<file path="src/rtl/tx_arbiter_pkg.sv">
// tx_arb_pkg: shared types and constants for the UART TX arbiter
package tx_arb_pkg;
  typedef enum logic [1:0] {IDLE, LAUNCH, WAIT_START, WAIT_DONE} state_e;
  localparam int START_TIMEOUT = 4;
  localparam int TMO_W = $clog2(START_TIMEOUT + 1);
endpackage

</file>
<file path="src/rtl/tx_arbiter_if.sv">
// tx_arbiter_if: requester bundle plus transmitter handshake around the arbiter
interface tx_arbiter_if #(
  parameter int NUM_REQ = 4,
  parameter int DATA_SIZE = 16,
  localparam int ID_W = $clog2(NUM_REQ)
);
  logic [NUM_REQ-1:0] req_valid_in;
  logic [NUM_REQ*DATA_SIZE-1:0] req_data_in;
  logic [NUM_REQ-1:0] req_accept_out;
  logic trans_busy_in;
  logic trans_new_data_out;
  logic [DATA_SIZE-1:0] trans_data_out;
  logic [ID_W-1:0] grant_id_out;
  logic busy_out;
  modport master (
    output req_valid_in, req_data_in, trans_busy_in,
    input req_accept_out, trans_new_data_out, trans_data_out, grant_id_out, busy_out
  );
  modport slave (
    input req_valid_in, req_data_in, trans_busy_in,
    output req_accept_out, trans_new_data_out, trans_data_out, grant_id_out, busy_out
  );
endinterface

</file>
<file path="src/rtl/tx_arbiter_rr_pick.sv">
// rr_pick: combinational round-robin picker, first set bit at or above ptr with wrap
module rr_pick #(
  parameter int N = 4,
  localparam int W = $clog2(N)
) (
  input  logic [N-1:0] req_i,
  input  logic [W-1:0] ptr_i,
  output logic [W-1:0] idx_o,
  output logic         any_o
);
  logic [W-1:0] j;
  assign any_o = |req_i;
  // scan from farthest to nearest so the candidate closest to ptr wins
  always_comb begin
    idx_o = '0;
    j = '0;
    for (int k = N - 1; k >= 0; k--) begin
      j = W'((int'(ptr_i) + k) % N);
      if (req_i[j]) idx_o = j;
    end
  end
endmodule

</file>
<file path="src/rtl/tx_arbiter.sv">
// tx_arbiter: round-robin sharing of one UART transmitter between requesters
module tx_arbiter
  import tx_arb_pkg::*;
#(
  parameter int NUM_REQ = 4,
  parameter int DATA_SIZE = 16,
  localparam int ID_W = $clog2(NUM_REQ)
) (
  input logic clk_in,
  input logic rst_in,
  tx_arbiter_if.slave bus
);
  state_e state_q, state_d;
  logic [ID_W-1:0] rr_ptr_q, rr_ptr_d, grant_q, grant_d, win;
  logic [DATA_SIZE-1:0] data_q, data_d;
  logic [NUM_REQ-1:0] accept_q, accept_d;
  logic strobe_q, strobe_d, busy_q, busy_d, launch_err_q, launch_err_d, any;
  logic [TMO_W-1:0] tmo_q, tmo_d;
  rr_pick #(.N(NUM_REQ)) u_pick (
    .req_i(bus.req_valid_in),
    .ptr_i(rr_ptr_q),
    .idx_o(win),
    .any_o(any)
  );
  assign bus.req_accept_out = accept_q;
  assign bus.trans_new_data_out = strobe_q;
  assign bus.trans_data_out = data_q;
  assign bus.grant_id_out = grant_q;
  assign bus.busy_out = busy_q;
  // next-state, capture and registered-output decode
  always_comb begin
    state_d = state_q;
    rr_ptr_d = rr_ptr_q;
    grant_d = grant_q;
    data_d = data_q;
    tmo_d = tmo_q;
    launch_err_d = launch_err_q;
    case (state_q)
      IDLE: if (any && !bus.trans_busy_in) begin
        state_d = LAUNCH;
        grant_d = win;
        data_d = bus.req_data_in[int'(win)*DATA_SIZE +: DATA_SIZE];
        rr_ptr_d = (win == ID_W'(NUM_REQ - 1)) ? '0 : win + 1'b1;
      end
      LAUNCH: begin
        state_d = WAIT_START;
        tmo_d = '0;
      end
      WAIT_START: if (bus.trans_busy_in) state_d = WAIT_DONE;
        else if (tmo_q == TMO_W'(START_TIMEOUT - 1)) begin
          state_d = IDLE;
          launch_err_d = 1'b1;
        end else tmo_d = tmo_q + 1'b1;
      WAIT_DONE: if (!bus.trans_busy_in) state_d = IDLE;
      default: state_d = IDLE;
    endcase
    strobe_d = state_d == LAUNCH;
    accept_d = strobe_d ? NUM_REQ'(1) << grant_d : '0;
    busy_d = state_d != IDLE;
  end
  // state and output registers, cleared immediately by reset
  always_ff @(posedge clk_in or posedge rst_in)
    if (rst_in) begin
      state_q <= IDLE;
      rr_ptr_q <= '0;
      grant_q <= '0;
      data_q <= '0;
      tmo_q <= '0;
      launch_err_q <= 1'b0;
      accept_q <= '0;
      strobe_q <= 1'b0;
      busy_q <= 1'b0;
    end else begin
      state_q <= state_d;
      rr_ptr_q <= rr_ptr_d;
      grant_q <= grant_d;
      data_q <= data_d;
      tmo_q <= tmo_d;
      launch_err_q <= launch_err_d;
      accept_q <= accept_d;
      strobe_q <= strobe_d;
      busy_q <= busy_d;
    end
endmodule

</file>
<file path="src/flat_wrapper.sv">
// flat-port wrapper written by rule: the top's interface ports become plain ports
module tx_arbiter_flat import tx_arb_pkg::*;
#(
  parameter int NUM_REQ = 4,
  parameter int DATA_SIZE = 16,
  localparam int ID_W = $clog2(NUM_REQ)
)
  (clk_in, rst_in, bus_req_valid_in, bus_req_data_in, bus_trans_busy_in, bus_req_accept_out, bus_trans_new_data_out, bus_trans_data_out, bus_grant_id_out, bus_busy_out);
  tx_arbiter_if #(.NUM_REQ(NUM_REQ), .DATA_SIZE(DATA_SIZE)) bus_i ();
  input logic clk_in;
  input logic rst_in;
  input wire logic [$bits(bus_i.req_valid_in)-1:0] bus_req_valid_in;
  input wire logic [$bits(bus_i.req_data_in)-1:0] bus_req_data_in;
  input wire logic [$bits(bus_i.trans_busy_in)-1:0] bus_trans_busy_in;
  output wire logic [$bits(bus_i.req_accept_out)-1:0] bus_req_accept_out;
  output wire logic [$bits(bus_i.trans_new_data_out)-1:0] bus_trans_new_data_out;
  output wire logic [$bits(bus_i.trans_data_out)-1:0] bus_trans_data_out;
  output wire logic [$bits(bus_i.grant_id_out)-1:0] bus_grant_id_out;
  output wire logic [$bits(bus_i.busy_out)-1:0] bus_busy_out;
  assign bus_i.req_valid_in = bus_req_valid_in;
  assign bus_i.req_data_in = bus_req_data_in;
  assign bus_i.trans_busy_in = bus_trans_busy_in;
  assign bus_req_accept_out = bus_i.req_accept_out;
  assign bus_trans_new_data_out = bus_i.trans_new_data_out;
  assign bus_trans_data_out = bus_i.trans_data_out;
  assign bus_grant_id_out = bus_i.grant_id_out;
  assign bus_busy_out = bus_i.busy_out;
  tx_arbiter #(.NUM_REQ(NUM_REQ), .DATA_SIZE(DATA_SIZE)) u_core (.clk_in(clk_in), .rst_in(rst_in), .bus(bus_i));
endmodule
</file>
<file path="config.mk">
export PLATFORM = sky130hd
export DESIGN_NAME = tx_arbiter_flat
export DESIGN_NICKNAME = d
export VERILOG_FILES = /design/src/rtl/tx_arbiter_pkg.sv /design/src/rtl/tx_arbiter_if.sv /design/src/rtl/tx_arbiter_rr_pick.sv /design/src/rtl/tx_arbiter.sv /design/src/flat_wrapper.sv
export SDC_FILE = /design/constraint.sdc
export NUM_CORES = 1
export LEC_CHECK = 0
export ABC_AREA = 1
export CORE_ASPECT_RATIO = 0.7
export CORE_UTILIZATION = 43
export DETAILED_ROUTE_END_ITERATION = 10
export PLACE_DENSITY = 0.81
export SLEW_MARGIN = 25
export SYNTH_ARGS = -nofsm -noshare
export SYNTH_HDL_FRONTEND = slang
export SYNTH_SLANG_ARGS = --single-unit
</file>
<file path="constraint.sdc">
create_clock -name clk_in -period 4.2 [get_ports clk_in]
set_input_delay 0.42 -clock clk_in [delete_from_list [all_inputs] [get_ports clk_in]]
set_output_delay 0.42 -clock clk_in [all_outputs]
set_load 0.01 [all_outputs]
</file>
Yosys cells after proc, flatten, opt, wreduce, memory -nomap -nowiden
Index checks and enable logic that the tools add are counted.

Flip-flop bits (word level): 31. Word-level logic and storage cells: 59.

Add/sub/neg operators: 5. Order comparisons: 4. Eq/ne operators: 8. Shift-type cells: 2. Muxes and demuxes: 24. Reductions and logical operators: 8.

Operator list (count): variable part select 64 x 7 -> 16 bit (1); two-way mux 2 bit (11); less-than comparator 2 x 3 -> 1 bit, second input constant (4); binary-select mux 1 bit (select 2 bit) (4); one-hot mux 2 bit (4 select lines) (1); equality test 2 bit, second input constant (3); two-way mux 3 bit (2); one-hot mux 3 bit (2 select lines) (1); adder 2 x 1 -> 2 bit, second input constant (2); adder 2 bit, second input constant (2); equality test 2 x 1 -> 1 bit, second input constant (2); two-way mux 1 bit (4); two-way mux 4 bit (1); != test 2 bit, second input constant (2); nonzero test 2 bit (2); OR reduction 4 bit (1); left shift 1 x 2 -> 4 bit, first input constant (1); adder 3 x 1 -> 3 bit, second input constant (1); equality test 3 x 2 -> 1 bit, second input constant (1); AND reduction 3 bit (1); logical NOT 2 bit (1); AND reduction 2 bit (1); logical AND 1 bit (1); logical NOT 1 bit (1).

Logic depth before layout (Yosys ltp)
Gate-level depths: netlist of the first run.

Depth after elaboration: 11. Depth in mapped cells: 14. Gate-level depth less buffers: 13.

Cells and area by module
A second synthesis of the first run with hierarchy kept.

Cells, all modules: 376. Area total of the unflattened synthesis: 2273.4 µm².

Modules (own cells, without submodules): tx_arbiter (times used 1, cells an instance 330, area an instance 2084.5 µm², sequential area each 775.7 µm²); rr_pick (times used 1, cells an instance 46, area an instance 188.9 µm², sequential area each 0.0 µm²).

Least setup slack after synthesis of the first run
OpenSTA, ideal clock, no wires.

Path type: reg2reg. Start: reg u_core.rr_ptr_q[1]. End: reg u_core.data_q[0], in the netlist u_core.bus.trans_data_out[0]. Library setup time: 117 ps. Arrival time: 1451 ps. Data required time: 4083 ps. Path slack: 2631 ps. Stages on the path, launching flop included: 11. Path buffers: 2. Period minus slack after synthesis: 1569 ps. Path through: dfrtp_1 -> buf_6 -> xnor2_1 -> nand2_1 -> nand3_1 -> o211ai_4 -> inv_2 -> buf_4 -> nand3_1 -> nand3_1 -> nand2_1.

Longest elaborated chain between the ends: 8. Elaborated cells between the ends (all ways): 16. Classes of those cells: 3 x add/sub; 1 x shift; 12 x mux.

RTL lines: start, declared (RTL line tx_arbiter.sv:14) `logic [ID_W-1:0] rr_ptr_q, rr_ptr_d, grant_q, grant_d, win;`; start signal, assigned (RTL line tx_arbiter.sv:75) `rr_ptr_q <= rr_ptr_d;`; adder 2 bit (RTL line tx_arbiter_rr_pick.sv:18) `j = W'((int'(ptr_i) + k) % N);`; binary-select mux 1 bit (select 2 bit) (RTL line tx_arbiter_rr_pick.sv:19) `if (req_i[j]) idx_o = j;`; two-way mux 1 bit (implied by the code) (RTL line tx_arbiter_rr_pick.sv:19); two-way mux 2 bit (3 in a row) (RTL line tx_arbiter_rr_pick.sv:19); two-way mux 2 bit (*) (RTL line tx_arbiter_rr_pick.sv:19); variable part select 64 x 7 -> 16 bit (*) (RTL line tx_arbiter.sv:42) `data_d = bus.req_data_in[int'(win)*DATA_SIZE +: DATA_SIZE];`; end signal, assigned (RTL line tx_arbiter.sv:77) `data_q <= data_d;`; end, declared (RTL line tx_arbiter.sv:15) `logic [DATA_SIZE-1:0] data_q, data_d;`.

Every way passes the cells marked *; elsewhere a longest branch is shown, timed or not. The select of a mux whose other input is x is not followed. A chain may end at the register's enable or synchronous reset.

Worst setup path after layout of the first run
Start: in bus_req_valid_in[3]. End: reg u_core.rr_ptr_q[1].

Longest elaborated chain between the ends: 8. Elaborated cells between the ends (all ways): 18. Classes of those cells: 1 x add/sub; 1 x eq/ne; 13 x mux; 3 x reduce/logical.

RTL lines: start, declared (RTL line flat_wrapper.sv:12) `input wire logic [$bits(bus_i.req_valid_in)-1:0] bus_req_valid_in;`; binary-select mux 1 bit (select 2 bit) (RTL line tx_arbiter_rr_pick.sv:19); two-way mux 1 bit (implied by the code) (RTL line tx_arbiter_rr_pick.sv:19); two-way mux 2 bit (4 in a row) (RTL line tx_arbiter_rr_pick.sv:19); adder 2 x 1 -> 2 bit / equality test 2 bit (equally long branches) (RTL line tx_arbiter.sv:43) `rr_ptr_d = (win == ID_W'(NUM_REQ - 1)) ? '0 : win + 1'b1;`; two-way mux 2 bit (RTL line tx_arbiter.sv:43).

Several ways; a longest one is shown, not always the timed one. The select of a mux whose other input is x is not followed.

==> reports/metrics.yaml, run 1 <==
finish:
  layout.nets: 432
  stdcell_area_um2: 2950
  nFillCells: 378
  num_antenna_cells: 0
  drive_gt1_share_pct: 6.39
  area_growth_syn_to_layout_pct: 50.6
synthesis:
  synth-seq-area-share_pct: 39.6
  syn_area_per_cell_um2: 7.17
  synth_cells: 273
  synth_edf_count: 0
  synth_top_area_share_pct: 39.6
  synthDistinctLibCells: 23
  synth_area_um2: 1960
  synth-async-reset-ratio_pct: 100
  syn-num-nets: 346
  yosysWarnings: 0
  synth-seq-cells: 31
  ys_top_cells_by_count: "nand2_1, nand3_1, dfrtp_1, inv_1, buf_2"
  synth.area.top_cells: "dfrtp_1, nand3_1, nand2_1"
  synth_ff_type: "dfrtp_1"
  yosysTopAreaCell: "dfrtp_1"
pwr:
  power.leakage_nw: 1.38
  p_clk_share_pct: 10.4
  p_sw_share_pct: 49.6
  vdd_drop_max_mv: 0.510
  p_seq_share_pct: 24.0
  comb_power_share_pct: 65.6
  switching_power_mw: 1.05
  p_per_area_nw_per_um2: 721
  p_int_mw: 1.07
clocking:
  numCtsBuffers: 5
  cts.reportedPaths.clkPinSlew_ns: 0.06
  cts_tree: "done"
  postCtsHoldBufs: 0
  insertion_delay_ns: 0.28
  post_cts_resized: 0
  h-tree-depth: 2
  cts.sinks: 31
  clockRootBuffer: "clkbuf_8"
  clk_path_buf_depth: 2
  post_cts_buffers: 0
drt:
  vias: 2183
  drt_iter0_markers: 146
  wl_mm: 5.59
  wl_per_cell_um: 13.5
  ant_nets: 0
  avgViaCountPerCell: 5.26
  drc: 0
  first_pass_iters: 4
floorplanning:
  dieArea_um2: 4830
  core_area_um2: 4350
  rows: 20
  die_x_um: 82.6
  die_h_um: 58.4
  io_pins: 95
  initial_core_util_pct: 44.9
grt:
  grt_usage_pct: 25.1
  antenna_found_initial: 0
  gr-total-overflow: 0
  grt_pass1_vias: 2024
  grt_pass1_wl_mm: 9.02
  grt_start_max_net_pins: 35
run:
  maxCapViolations: 0
timing:
  maxSlewHeadroom_pct: 53.0
  skew_ns: 0.00383
  rsz0062_at_grt: "false"
  hold_violations: 0
  setup_tns_ns: 0
  period_minus_slack_ns: 2.75
  fin_crit_sh_pct: 65.5
  max_freq_mhz: 364
  tightest_slew_ns: 0.704
  slew_violations: 0
  finalSetupViolCount: 0
placement:
  hpwl_mm: 3.92
  gp_congestion: 0.773
  place_area_um2: 2870
  io_buffers: 94
critical_path:
  required_ns: 4.37
  crit_arrival_ns: 2.92
  crit_fanout: 34
  critPathLaunchType: "input port"
  cp-end-kind: "flop"
  criticalPathCategory: "in -> reg"
min_path:
  min_path_type: "reg -> reg"
outcome:
  outcome: "completed"
[cell type report]
type | count | area (µm²) | share of cell area [%]
clock inverter | 1 | 5.00 | 0.170
clock buffer | 7 | 76.3 | 2.59
timing repair buffer | 96 | 956 | 32.4
sequential | 31 | 776 | 26.3
multi-input combinational | 209 | 1000 | 34.0
inverter | 16 | 62.6 | 2.12
tap | 55 | 68.8 | 2.34
[cell families (layout without fill, tap and decap cells)]
logic type	Yosys count	count (layout)	share of synthesized area (%)
and+or+nand+nor	192	192	44.7
buffers and inverters	33	120	9.14
DFF	31	31	39.6
AOI/OAI and AO/OA	14	14	4.80
adders and majority gates	2	2	1.28
xor gates and xnor gates	1	1	0.448
[critical path, cell delays in order]
cell and delay (ns):
clkdlybuf4s50_1 0.48, inv_1 0.08, o21ai_2 0.16, nand2_2 0.11, nand3_2 0.11, nand3_2 0.53, nand2_4 0.57, inv_1 0.13
nand2_2 0.12, nand3_1 0.08, o21ai_1 0.08, inv_1 0.05
[power by group through the flow]
| stage | clock network, mW | registers (mW) | logic, mW |
|---|---|---|---|
| finish | 0.221 | 0.510 | 1.39 |
| global route | 0.242 | 0.523 | 1.55 |
| CTS | 0.230 | 0.509 | 1.39 |
| detailed placement | 0 | 0.508 | 1.39 |
| global placement | 0 | 0.512 | 1.34 |
| floorplan | 0 | 0.520 | 1.04 |
[worst paths after layout]
check | startpoint | to | cells past startpoint | slack (ns)
setup / recovery | bus_req_valid_in[3] | u_core.rr_ptr_q[1] | 12 | 1.45
hold / removal | u_core.bus.trans_data_out[2] | u_core.bus.trans_data_out[2] | 2 | 0.49
setup reg to reg | u_core.rr_ptr_q[0] | u_core.rr_ptr_q[1] | 11 | 1.56
hold reg to reg | u_core.bus.trans_data_out[2] | u_core.bus.trans_data_out[2] | 2 | 0.49
max in group asynchronous | rst_in | u_core.bus.trans_data_out[8] | 3 | 3.39
min in group asynchronous | rst_in | u_core.bus.busy_out | 3 | 0.52
[metrics by stage]
step	hold slack, ns	worst slack (ns)	instances	util (%)	power, mW
global route	0.505	1.24	415	67.7	2.31
detailed placement	0.465	1.20	407	65.8	1.90
global placement	0.467	1.30	407	65.8	1.85
finish	0.489	1.45	415	67.7	2.12
CTS	0.491	1.49	415	67.7	2.13
floorplan	0.508	2.63	273	-	1.56
[cells in the final DEF, fill, tap and decap left out]
master           synthesis  layout
o21ai_0                  8       8
o211ai_4                 1       1
inv_2                    2       2
nand2_4                  1       1
nand2_2                  6       6
nand3_1                 87      87
dfrtp_1                 31      31
clkdlybuf4s50_1          0      94
clkbuf_1                 2       2
inv_4                    1       1
inv_1                   13      13
nand3_2                  3       3
ha_1                     2       2
nand2_1                 87      87
buf_4                    1       2
nand3b_1                 1       1
nor2_1                   7       7
clkbuf_8                 0       5
a21oi_1                  1       1
a41oi_1                  1       1
o21ai_1                  2       2
xnor2_1                  1       1
o21ai_2                  1       1
clkinv_2                 0       1
[routing by layer]
| layer | track usage [%] | share of wire [%] |
|---|---|---|
| met3 | 6.82 | 8.4 |
| met5 | 0 | 0 |
| met4 | 9.61 | 1.0 |
| met2 | 38.0 | 45 |
| met1 | 34.4 | 46 |
[flip-flops by register name, indices dropped and copies added, names as in the netlist]
signal                         flops
u_core.bus.busy_out                1
u_core.rr_ptr_q                    2
u_core.tmo_q                       3
u_core.bus.grant_id_out            2
u_core.bus.trans_data_out         16
u_core.bus.req_accept_out          4
u_core.state_q                     2
u_core.bus.trans_new_data_out      1
Note: power is estimated with default switching activity, not from simulation.
==> inputs of run 2 (changes only) <==
--- a/config.mk
+++ b/config.mk
@@ -7,9 +7,9 @@
 export LEC_CHECK = 0
 export ABC_AREA = 1
 export CORE_ASPECT_RATIO = 0.7
-export CORE_UTILIZATION = 43
+export CORE_UTILIZATION = 41
 export DETAILED_ROUTE_END_ITERATION = 10
-export PLACE_DENSITY = 0.81
+export PLACE_DENSITY = 0.78
 export SLEW_MARGIN = 25
 export SYNTH_ARGS = -nofsm -noshare
 export SYNTH_HDL_FRONTEND = slang
==> constraint.sdc (replaced) <==
create_clock -name clk_in -period 2.54 [get_ports clk_in]
set_input_delay 0.254 -clock clk_in [delete_from_list [all_inputs] [get_ports clk_in]]
set_output_delay 0.254 -clock clk_in [all_outputs]
set_load 0.01 [all_outputs]
==> reports/metrics.yaml, run 2 (synthesis gave the netlist of run 1 again) <==
drt:
  wl_mm: 5.54  # was 5.59 mm
  drc: 3  # was 0
  drt_iter0_markers: 111  # was 146
  first_pass_iters: 9  # was 4
  ant_nets: 0  # unchanged
  avgViaCountPerCell: 5.16  # was 5.26
  vias: 2151  # was 2183
  wl_per_cell_um: 13.3  # was 13.5 µm
timing:
  worst_slack_ns: 0.464  # was 1.45 ns
  tightest_slew_ns: 0.563  # was 0.704 ns
  setup_tns_ns: 0  # unchanged
  rsz0062_at_grt: "false"  # unchanged
  max_freq_mhz: 482
  skew_ns: 0.00395  # was 0.00383 ns
  maxSlewHeadroom_pct: 62.3  # was 53.0%
  slew_violations: 0  # unchanged
  fin_crit_sh_pct: 81.7
  hold_violations: 0  # unchanged
  finalSetupViolCount: 0  # unchanged
  fin_worst_hold_slack_ns: 0.348  # was 0.489 ns
  period_minus_slack_ns: 2.08
floorplanning:
  die_x_um: 84.6  # was 82.6 µm
  die_h_um: 59.8  # was 58.4 µm
  io_pins: 95  # unchanged
  rows: 20  # unchanged
  core_area_um2: 4450  # was 4350 µm²
  dieArea_um2: 5060  # was 4830 µm²
  initial_core_util_pct: 43.9  # was 44.9%
finish:
  utilization_pct: 66.8  # was 67.7%
  drive_gt1_share_pct: 7.46  # was 6.39%
  largest_register_ffs: 16  # unchanged
  final_common_cell: "clkdlybuf4s50_1"  # unchanged
  mostFrequentLayoutCells: "clkdlybuf4s50_1, nand2_1, nand3_1"  # unchanged
  layout.nets: 435  # was 432
  stdcell_area_um2: 2980  # was 2950 µm²
  num_antenna_cells: 0  # unchanged
  area_growth_syn_to_layout_pct: 52.0  # was 50.6%
  final_cells: 417  # was 415
pwr:
  switching_power_mw: 1.74  # was 1.05 mW
  comb_power_share_pct: 65.4  # was 65.6%
  p_total_mw: 3.56  # was 2.12 mW
  p_sw_share_pct: 48.8  # was 49.6%
  p_clk_share_pct: 11.0  # was 10.4%
  p_per_area_nw_per_um2: 1200  # was 721 nW/µm²
  vdd_drop_max_mv: 0.707  # was 0.510 mV
  power.leakage_nw: 1.40  # was 1.38 nW
  p_seq_share_pct: 23.7  # was 24.0%
  p_int_mw: 1.82  # was 1.07 mW
clocking:
  post_cts_resized: 0  # unchanged
  postCtsHoldBufs: 0  # unchanged
  h-tree-depth: 2  # unchanged
  cts.sinks: 31  # unchanged
  post_cts_buffers: 0  # unchanged
  numCtsBuffers: 5  # unchanged
  insertion_delay_ns: 0.28  # about the same
  clockRootBuffer: "clkbuf_8"  # unchanged
  clk_path_buf_depth: 2  # unchanged
  cts_tree: "done"  # unchanged
  cts.reportedPaths.clkPinSlew_ns: 0.06  # about the same
outcome:
  outcome: "complete, but fails checks"  # was completed
  violations: "design-rule violations"
grt:
  grt_usage_pct: 24.1  # was 25.1%
  gr-total-overflow: 0  # unchanged
  antenna_found_initial: 0  # unchanged
  grt_pass1_vias: 2035  # was 2024
  grt_start_max_net_pins: 35  # unchanged
  grt_pass1_wl_mm: 9.26  # was 9.02 mm
placement:
  io_buffers: 94  # unchanged
  place_area_um2: 2890  # was 2870 µm²
  hpwl_mm: 3.97  # was 3.92 mm
  pre_cts_slack_ns: 0.304  # was 1.20 ns
  dp.cells: 410  # was 407
  gp_congestion: 0.822  # was 0.773
critical_path:
  r2r_slack_ns: 0.46  # was 1.56 ns
  crit_fanout: 18  # was 34
  critPathLaunchType: "flop"  # was input port
  crit_arrival_ns: 2.25  # was 2.92 ns
  ff2ff_path_depth: 7  # was 11
  required_ns: 2.71  # was 4.37 ns
  criticalPathCategory: "reg -> reg"  # was in -> reg
  r2r-start: "u_core.rr_ptr_q[0]"  # unchanged
  reg2reg_to: "u_core.rr_ptr_q[1]"  # unchanged
  cp-end-kind: "flop"  # unchanged
min_path:
  min_path_type: "in -> async"  # was reg -> reg
run:
  maxCapViolations: 0  # unchanged
==> run 2: worst max path at each step <==
stage,from,slack (ns),endpoint
floorplan,u_core.rr_ptr_q[1],0.97,u_core.bus.trans_data_out[0]
global placement,bus_req_valid_in[3],0.36,u_core.bus.trans_data_out[6]
detailed placement,bus_req_valid_in[3],0.30,u_core.rr_ptr_q[1]
CTS,u_core.rr_ptr_q[0],0.47,u_core.rr_ptr_q[1]
global route,u_core.rr_ptr_q[0],0.24,u_core.rr_ptr_q[1]
finish,u_core.rr_ptr_q[0],0.46,u_core.rr_ptr_q[1]
==> run 2: cell type report <==
class	count	area, µm²
fillers	387	1480
flip-flops and latches	31	776
clock buffers	6	82.6
well taps	55	68.8
inverters	16	62.6
multi-input cells	209	1000
clock inverters	1	5.00
repair buffers	99	978
==> run 2: power groups by stage <==
stage                     logic, mW  clock network (mW)  registers [mW]
after floorplan                1.71                   0           0.860
after global placement         2.28                   0           0.844
after detailed placement       2.33                   0           0.838
after CTS                      2.34               0.392           0.841
after global routing           2.63               0.420           0.864
final                          2.33               0.390           0.842
==> run 2: critical path, stage by stage, from the launching register on <==
cell and delay [ns]:
dfrtp_1 0.55, nand2_1 0.15, nand2_2 0.12, nor2_1 0.07, o211ai_4 0.51, inv_2 0.30
o21ai_1 0.22, inv_1 0.05
==> run 2: metal layers <==
layer | GRT usage [%] | routed length (µm)
met1 | 31.5 | 2530
met3 | 7.60 | 500
met2 | 37.4 | 2430
met4 | 10.4 | 81
met5 | 0 | 0
